`src/rtl/posit_random_bits_source.sv`:
```
// Random-bit word source for the posit stochastic rounder: 32-bit Galois LFSR
// advanced OUT_WIDTH steps per accepted word, with post-reset/reseed warm-up.
module posit_random_bits_source #(
  parameter int          OUT_WIDTH    = 9,
  parameter int          WARMUP_WORDS = 4,
  parameter logic [31:0] DEFAULT_SEED = 32'hACE1_2468
) (
  input  logic                 clock,
  input  logic                 reset,
  input  logic                 seedValid,
  input  logic [31:0]          seedData,
  input  logic                 outReady,
  output logic                 outValid,
  output logic [OUT_WIDTH-1:0] outBits,
  output logic                 warmingUp
);

  // state  | meaning
  // WARMUP | discarding WARMUP_WORDS words after reset/reseed, outValid low
  // RUN    | presenting words, advancing only on an accepted handshake

  localparam logic [31:0] POLY      = 32'h8020_0003;
  localparam bit          NO_WARMUP = (WARMUP_WORDS == 0);
  localparam logic [7:0]  WARM_LAST = 8'((WARMUP_WORDS == 0) ? 0 : WARMUP_WORDS - 1);

  typedef enum logic {S_WARMUP, S_RUN} state_t;

  state_t      state;
  logic [31:0] lfsr;
  logic [31:0] lfsr_next;
  logic [31:0] seed_eff;
  logic [7:0]  warm_count;

  function automatic logic [31:0] advance(input logic [31:0] s_in);
    logic [31:0] s;
    s = s_in;
    for (int i = 0; i < OUT_WIDTH; i++) begin
      s = {1'b0, s[31:1]} ^ (s[0] ? POLY : 32'h0);
    end
    return s;
  endfunction

  always_comb begin
    lfsr_next = advance(lfsr);
    // A zero seed would lock the LFSR at zero forever.
    seed_eff  = (seedData == 32'h0) ? DEFAULT_SEED : seedData;
  end

  always_ff @(posedge clock or negedge reset) begin
    if (!reset) begin
      lfsr       <= DEFAULT_SEED;
      warm_count <= 8'd0;
      state      <= NO_WARMUP ? S_RUN : S_WARMUP;
      outValid   <= NO_WARMUP;
    end else if (seedValid) begin
      // Reseed wins over any coinciding handshake; that word is dropped.
      lfsr       <= seed_eff;
      warm_count <= 8'd0;
      state      <= NO_WARMUP ? S_RUN : S_WARMUP;
      outValid   <= NO_WARMUP;
    end else begin
      case (state)
        S_WARMUP: begin
          lfsr       <= lfsr_next;
          warm_count <= warm_count + 8'd1;
          if (warm_count == WARM_LAST) begin
            state    <= S_RUN;
            outValid <= 1'b1;
          end
        end
        S_RUN: begin
          if (outValid && outReady) lfsr <= lfsr_next;
        end
        default: state <= S_WARMUP;
      endcase
    end
  end

  assign outBits   = lfsr[OUT_WIDTH-1:0];
  assign warmingUp = (state == S_WARMUP);

endmodule

```
`config.mk`:
```
export PLATFORM = sky130hd
export DESIGN_NAME = posit_random_bits_source
export DESIGN_NICKNAME = d
export VERILOG_FILES = /design/src/rtl/posit_random_bits_source.sv
export SDC_FILE = /design/constraint.sdc
export NUM_CORES = 1
export LEC_CHECK = 0
export BUFFER_PORTS_ARGS = -buffer_cell sky130_fd_sc_hd__buf_2
export CAP_MARGIN = 5
export CORE_MARGIN = 3
export CORE_UTILIZATION = 41
export CTS_CLUSTER_SIZE = 10
export DETAILED_ROUTE_END_ITERATION = 8
export PLACE_DENSITY = 0.62
export SYNTH_ARGS = -nofsm -noshare
export SYNTH_HDL_FRONTEND = slang
export SYNTH_SLANG_ARGS = --single-unit
export TNS_END_PERCENT = 100
```
`constraint.sdc`:
```
create_clock -name clock -period 2.42 [get_ports clock]
set_input_delay 0 -clock clock [delete_from_list [all_inputs] [get_ports clock]]
set_output_delay 0 -clock clock [all_outputs]
set_load 0.01 [all_outputs]
```
==> results of run 1 <==
-- metrics by stage --
| step | std cells | power (mW) |
|---|---|---|
| final | 342 | 3.102 |
| after global placement | 329 | 2.653 |
| after floorplan | 231 | 2.380 |
| after detailed placement | 329 | 2.677 |
| after CTS | 342 | 3.144 |
| after global routing | 342 | 3.361 |
-- area by class of cell --
| class | instances | area [µm²] | area share, % |
|---|---|---|---|
| multi-input combinational | 166 | 1119 | 41.93 |
| sequential | 42 | 1067 | 40.01 |
| timing repair buffer | 55 | 310.3 | 11.63 |
| tap | 70 | 87.58 | 3.283 |
| clock buffer | 8 | 80.08 | 3.002 |
| inverter | 1 | 3.754 | 0.1407 |
-- cell usage after synthesis, drive strengths merged --
library cell / number / share of area [%]
dfrtp: 29 / 32
o21ai: 23 / 5.0
nand2: 22 / 3.6
nor2: 21 / 3.4
xnor2: 16 / 6.9
mux2i: 15 / 6.5
buf: 13 / 3.7
dfstp: 13 / 15
a21oi: 12 / 2.6
xor2: 12 / 4.9
o22ai: 11 / 3.0
clkbuf: 9 / 1.5
nor4: 8 / 2.2
nand3: 4 / 0.87
xnor3: 3 / 3.0
nand4: 2 / 0.55
nor3: 2 / 0.44
o211ai: 2 / 0.65
o21a: 2 / 0.65
or2b: 2 / 0.65
a211o: 1 / 0.38
a211oi: 1 / 0.33
a22oi: 1 / 0.33
and3: 1 / 0.27
and4: 1 / 0.38
ha: 1 / 0.55
inv: 1 / 0.16
nor2b: 1 / 0.27
o31ai: 1 / 0.33
or4: 1 / 0.33
-- timing repair --
item | in CTS | in global routing
hold buffers | 5 | 0
setup endpoints to repair | 0 | 0
endpoints found under the hold margin | 33 | 0
-- worst max-delay path: cells and delay by family, from the launching register on --
kind,cells,cell delay [ns]
DFF,1,0.46
xor gates and xnor gates,4,1.21
AOI/OAI and AO/OA,1,0.20
-- state kept, by name, summed over array words and instances, names as in the netlist --
register	flops
warm_count	8
outValid	1
state	1
lfsr	32
-- layer usage --
layer / track usage, % / wire (µm) / share of wire [%] / vias up
li1: - / - / - / 874
met1: 27.64 / 2672 / 49 / 811
met2: 26.85 / 2427 / 45 / 41
met3: 3.880 / 268 / 4.9 / 6
met4: 6.081 / 74 / 1.4 / 0
met5: 0 / 0 / 0 / -
-- logic make-up after synthesis --
family | after synthesis | synth area share, %
DFF | 42 | 46.51
xor gates and xnor gates | 31 | 14.83
AOI/OAI and AO/OA | 54 | 13.30
muxes | 15 | 6.543
and+or+nand+nor | 65 | 12.98
buffers and inverters | 23 | 5.288
adders and majority gates | 1 | 0.5452
-- cells in the final DEF, fill, tap and decap left out, drive strengths merged --
master / synthesis / routed
a211o: 1 / 1
dfstp: 13 / 13
buf: 13 / 50
or2b: 2 / 2
nor2: 21 / 21
inv: 1 / 1
nand3: 4 / 4
and3: 1 / 1
xor2: 12 / 12
xnor3: 3 / 3
nand4: 2 / 2
mux2i: 15 / 15
a22oi: 1 / 1
nor3: 2 / 2
nor4: 8 / 8
o211ai: 2 / 2
a21oi: 12 / 12
o31ai: 1 / 1
ha: 1 / 1
a211oi: 1 / 1
and4: 1 / 1
nor2b: 1 / 1
nand2: 22 / 22
o21ai: 23 / 23
o21a: 2 / 2
o22ai: 11 / 11
xnor2: 16 / 16
dlygate4sd3: 0 / 5
clkbuf: 9 / 8
or4: 1 / 1
dfrtp: 29 / 29
-- power groups by stage --
stage | registers, mW | logic [mW] | clock network (mW)
after floorplan | 1.16 | 1.22 | 0
after global placement | 1.21 | 1.45 | 0
after detailed placement | 1.22 | 1.46 | 0
after CTS | 1.21 | 1.48 | 0.453
after global routing | 1.25 | 1.63 | 0.484
final | 1.21 | 1.46 | 0.432
-- worst paths after layout --
kind,startpoint,end,cells after the start
max,lfsr[0],lfsr[20],5
min,seedData[26],lfsr[26],3
max reg2reg,lfsr[0],lfsr[20],5
min reg2reg,lfsr[31],lfsr[31],2
max in group asynchronous,reset,lfsr[17],2
min in group asynchronous,reset,lfsr[14],2
==> results.md, run 1 <==
- During synthesis, Yosys emitted a total of 0 warnings.
- Internal power comes to 1.971 mW.
- The number of port buffers is 46.
- Across all layers, the routed design uses 1732 vias.
- The measured slew at the worst slew-check pin is 0.9481 ns.
- The number of I/O pins is 47.
- Net switching is 36.46% of the power.
- Of all nets on the critical path, the largest fanout is 6.
- For this run, the post-layout net count is 308.
- Static timing analysis puts the maximum clock frequency at 0.5093 GHz.
- The worst setup path is launched from a flip-flop.
- Summed over all cells, the static leakage comes to 1.156 nW.
- The post-route setup TNS is 0 ns.
- Each instance of the synthesized netlist takes up on average 9.934 µm².
- The headroom to the max-slew limit is 36.80%.
- In this run the remaining antenna-violating nets after routing total 0.
- Measured on the finished design, the core utilization comes to 50.62%.
- Summed over all nets, the switching power comes to 1.131 mW.
- The total overflow left after global routing is 0.
- For the worst setup path, the data required time is 2.61 ns.
- The fraction of layout instances using a drive strength above 1 is 26.47%.
- TritonCTS built the clock tree.
- The initial antenna violation count was 0.
- The area of the core is 5270 µm².
- The clock-pin slew of the registers on the worst-case setup and hold paths is 0.07 ns.
- The register-to-register setup slack is 0.46 ns.
- The final worst hold slack is 0.01992 ns.
- The flow ran to the end, and the final reports show no timing, DRC or antenna violations.
- The max-slew violation count is 0.
- The power density over the cells is 1163 nW/µm².
- Detailed placement ended at an HPWL of 4012 µm.
- The worst setup margin is 0.4566 ns.
- In this run the deepest clock path goes through 2 buffers.
- The kind of end point of the critical path is a flip-flop.
- Setup repair after global routing left no endpoint under its margin.
- CTS built an H-tree with a depth of 2.
- The pin count of the biggest net entering global routing is 44.
- The final-report setup violation count is 0.
- The first global-routing pass estimated 9004 µm of wire.
- In this run, synthesis produced a sequential element count of 42.
- For this block, the initial DRC count from the detailed router was 114.
- The vertical die dimension is 80.81 µm.
- Per report_power, the clock group accounts for 13.9% of the total.
- The clock sink total is 42.
- The worst min-delay path category is input pin to flip-flop.
- The overall global routing resource usage is 18.56%.
- Clock tree synthesis inserted a total of 5 buffers.
- The final clock period utilization by the worst path is 81.13%.
- After detailed routing, the number of remaining DRC violations is 0.
- The critical path goes through xnor3_2 > xnor2_4 > xnor3_1 > xnor2_1 > o31ai_1.
- The final hold violation count is 0.
- The critical path in this run is classified as flip-flop to flip-flop.
- The initial core utilization is 43.54%.
- The synthesized netlist net count is 268.
- The worst supply voltage drop on vdd is 0.4420 mV.
- The iteration count of the initial detailed-routing pass is 4.
- In this run, the combinational gates consume 47.1% of the power.
- The final estimated routing congestion in global placement is 0.8327.
- The stage delay of the slowest cell on the critical path is 0.54 ns.
- The die outline width is 80.81 µm.
- Yosys mapped the design onto 35 distinct sky130hd cell types.
- 0 antenna diodes ended up in the layout.
- Compared with the post-synthesis result, the final layout area differs by 16.25%.
- Counting I/O delays and the setup requirement, the final critical path takes 1.963 ns.
- Max-cap violations in this run came to 0.
- Of the synthesized area, sequential elements account for 46.51%.
- The number of vias per cell is 5.064.
- The final setup skew is 0.006444 ns.
- The floorplan has 26 rows.
- The critical path data arrival time is 2.16 ns.
- The die covers 6530 µm².
- The cell area that synthesis handed to floorplanning was 2295 µm².
- In this run, post-CTS repair resized a total of 0 instances.
- The detailed-route wire length per cell is 15.91 µm.
- The number of filler instances in the final layout is 523.
- The cell area after layout is 2668 µm².
- The root cell of the clock tree is sky130_fd_sc_hd__clkbuf_8.
- Sequential cells burn 39.0% of the power.
- Before CTS, the worst setup slack after placement is 0.4637 ns.
- Counting every instance in the synthesized netlist gives 231.
- The number of buffers inserted by post-CTS setup repair is 0.
- The highest-delay cell along the critical path is sky130_fd_sc_hd__xnor3_2.
- The cell area reported after detailed placement is 2537 µm².
- The number of global-route vias before repair is 1739.
- After detailed routing, the total wire length is 5442 µm.
- For the worst-skew pair, the clock arrives at the later sink with an insertion delay of 0.29 ns.
Power figures use the tool's default switching activity.
==> inputs of run 2 (changes only) <==
--- a/config.mk
+++ b/config.mk
@@ -11,7 +11,7 @@
 export CORE_UTILIZATION = 41
 export CTS_CLUSTER_SIZE = 10
 export DETAILED_ROUTE_END_ITERATION = 8
-export PLACE_DENSITY = 0.62
+export PLACE_DENSITY = 0.64
 export SYNTH_ARGS = -nofsm -noshare
 export SYNTH_HDL_FRONTEND = slang
 export SYNTH_SLANG_ARGS = --single-unit
==> constraint.sdc (replaced) <==
create_clock -name clock -period 1.6 [get_ports clock]
set_input_delay 0 -clock clock [delete_from_list [all_inputs] [get_ports clock]]
set_output_delay 0 -clock clock [all_outputs]
set_load 0.01 [all_outputs]
==> results.md, run 2 (synthesis results as in run 1) <==
- The number of vias per cell is 5.139 (was 5.064).
- The worst supply voltage drop on vdd is 0.7067 mV (was 0.4420 mV).
- The startpoint type of the worst setup path is a flip-flop (unchanged).
- The antenna cell count is 0 (unchanged).
- The critical path required time is 1.81 ns (was 2.61 ns).
- The checks that failed: setup timing.
- The clock sink total is 42 (unchanged).
- The kind of end point of the critical path was a flip-flop (unchanged).
- The vertical die dimension is 80.81 µm (unchanged).
- The clock buffer count from CTS was 5 (unchanged).
- The final clock period utilization by the worst path is 109.0% (was 81.13%).
- The clock-pin slew of the registers on the worst-case setup and hold paths came to 0.09 ns (was 0.07 ns).
- The final-report setup violation count is 8 (was 0).
- The measured slew at the worst slew-check pin is 0.4470 ns (was 0.9481 ns).
- The critical path data arrival time is 1.96 ns (was 2.16 ns).
- The number of port buffers came to 46 (unchanged).
- The highest attainable clock frequency is 0.5733 GHz (was 0.5093 GHz).
- The reported max-cap violation count came to 0 (unchanged).
- The count of placed standard cells including taps is 347 (was 329).
- The net count of the finished layout is 326 (was 308).
- The power density over the cells is 1810 nW/µm² (was 1163 nW/µm²).
- The area of the core is 5270 µm² (unchanged).
- The worst min-delay path category is input pin to flip-flop (unchanged).
- The highest fanout seen on the critical path is 3 (was 6).
- The initial antenna violation count is 0 (unchanged).
- The overall global routing resource usage came to 18.44% (was 18.56%).
- The total vias in the final route was 1850 (was 1732).
- The max-slew violation count is 0 (unchanged).
- The placement row count is 26 (unchanged).
- The maximum count of clock buffers along a single path is 2 (unchanged).
- The share of the core filled with cells is 54.77% (was 50.62%).
- The placement-stage worst setup slack is -0.2064 ns (was 0.4637 ns).
- The DRC marker count from the first detailed-route iteration is 101 (was 114).
- Unrepaired setup endpoints after global routing: yes (was no).
- The iteration count of the initial detailed-routing pass is 4 (unchanged).
- The post-route DRC violation count came to 0 (unchanged).
- The pin count of the biggest net entering global routing came to 44 (unchanged).
- The estimated wirelength of the detail-placed design came to 4178 µm (was 4012 µm).
- The worst setup margin came to -0.1443 ns (was 0.4566 ns).
- The final estimated routing congestion in global placement is 0.8160 (was 0.8327).
- The number of flip-flops under the largest register name is 32 (unchanged).
- The area added between synthesis and finish was 25.79% (was 16.25%).
- Status: finished with violations (was finished, final reports clean).
- The register name with the most flops is lfsr (unchanged).
- The number of cells in the finished layout apart from fillers is 360 (was 342).
- The detailed-route wire length per cell is 15.20 µm (was 15.91 µm).
- Commonest cells after routing, fill and taps aside: sky130_fd_sc_hd__buf_2 (46), sky130_fd_sc_hd__dfrtp_1 (28), sky130_fd_sc_hd__nand2_1 (22), sky130_fd_sc_hd__o21ai_0 (22), sky130_fd_sc_hd__nor2_1 (21) (was sky130_fd_sc_hd__buf_2 (46), sky130_fd_sc_hd__dfrtp_1 (29), sky130_fd_sc_hd__o21ai_0 (23)).
- The depth of the CTS H-tree came to 2 (unchanged).
- The fraction of layout instances using a drive strength above 1 is 34.48% (was 26.47%).
- The critical path start-end classification is flip-flop to flip-flop (unchanged).
- The floorplan die area is 6530 µm² (unchanged).
- The final wirelength came to 5473 µm (was 5442 µm).
- The number of nets still failing antenna checks after routing is 0 (unchanged).
- The headroom to the max-slew limit is 69.99% (was 36.80%).
- The final worst hold slack was 0.01125 ns (was 0.01992 ns).
- The total global routing overflow was 0 (unchanged).
- The final hold violation count was 0 (unchanged).
- The most frequent standard cell in the layout excluding fill and tap cells is sky130_fd_sc_hd__buf_2 (unchanged).
- The post-route setup TNS came to -0.4993 ns (was 0 ns).
- The CTS tree is yes (unchanged).
- The minimum period implied by the final worst setup slack was 1.744 ns (was 1.963 ns).
- The wire length of the first global-routing pass is 9128 µm (was 9004 µm).
- Largest registers: lfsr: 32 flops, warm_count: 8 flops (unchanged).
- The die outline width is 80.81 µm (unchanged).
- The number of global-route vias before repair came to 1877 (was 1739).
- The initial core utilization is 43.54% (unchanged).
- The source-to-sink clock delay at the later pin of the worst-skew pair was 0.29 ns (about the same).
- The final setup skew is 0.01068 ns (was 0.006444 ns).
- The root cell of the clock tree is sky130_fd_sc_hd__clkbuf_8 (unchanged).
- The number of buffers inserted by post-CTS setup repair is 0 (unchanged).
- The static leakage is 1.276 nW (was 1.156 nW).
- The number of I/O pins is 47 (unchanged).
run 2: per-stage QoR:
stage | area (µm²) | power (mW)
CTS | 2858 | 5.234
finish | 2887 | 5.225
detailed placement | 2705 | 4.459
global route | 2887 | 5.610
global placement | 2705 | 4.397
floorplan | 2302 | 3.603
run 2: area by class of cell:
cell class,count,area [µm²]
Fill cell,522,2384
Timing Repair Buffer,73,470.5
Clock inverter,2,12.51
Inverter,1,3.754
Clock buffer,6,82.58
Multi-Input combinational cell,166,1161
Tap cell,70,87.58
Sequential cell,42,1069
run 2: what timing repair did:
| item | in CTS | in global routing |
|---|---|---|
| hold buffers | 5 | 0 |
| gates resized for setup | 1 | 7 |
| hold endpoints to repair | 33 | 0 |
| pin swaps | 0 | 3 |
| endpoints found under the setup margin | 8 | 20 |
run 2: critical path, stage by stage, from the launching register on:
cell                      delay [ns]
sky130_fd_sc_hd__dfstp_2        0.58
sky130_fd_sc_hd__xnor2_2        0.17
sky130_fd_sc_hd__xnor2_2        0.18
sky130_fd_sc_hd__xnor3_1        0.41
sky130_fd_sc_hd__xnor2_1        0.14
sky130_fd_sc_hd__o31ai_1        0.18
run 2: worst paths after layout:
| check | from | end | slack [ns] | cells past startpoint |
|---|---|---|---|---|
| max | lfsr[5] | lfsr[20] | -0.14 | 5 |
| min | seedData[4] | lfsr[4] | 0.01 | 3 |
| max reg2reg | lfsr[5] | lfsr[20] | -0.14 | 5 |
| min reg2reg | lfsr[31] | lfsr[31] | 0.49 | 2 |
| max in group asynchronous | reset | lfsr[16] | 0.88 | 3 |
| min in group asynchronous | reset | lfsr[7] | 0.12 | 2 |
run 2: power breakdown:
group / leakage [nW] / internal (mW) / switching [mW]
Clock: 0.0472 / 0.347 / 0.375
Sequential: 0.496 / 1.52 / 0.246
Combinational: 0.733 / 1.51 / 1.23
run 2: per-layer routing:
| metal | wire [µm] | global-route usage, % | up-vias |
|---|---|---|---|
| met4 | 49 | 5.574 | 0 |
| met2 | 2621 | 27.91 | 46 |
| li1 | - | - | 913 |
| met5 | 0 | 0 | - |
| met1 | 2577 | 27.35 | 886 |
| met3 | 224 | 2.661 | 5 |
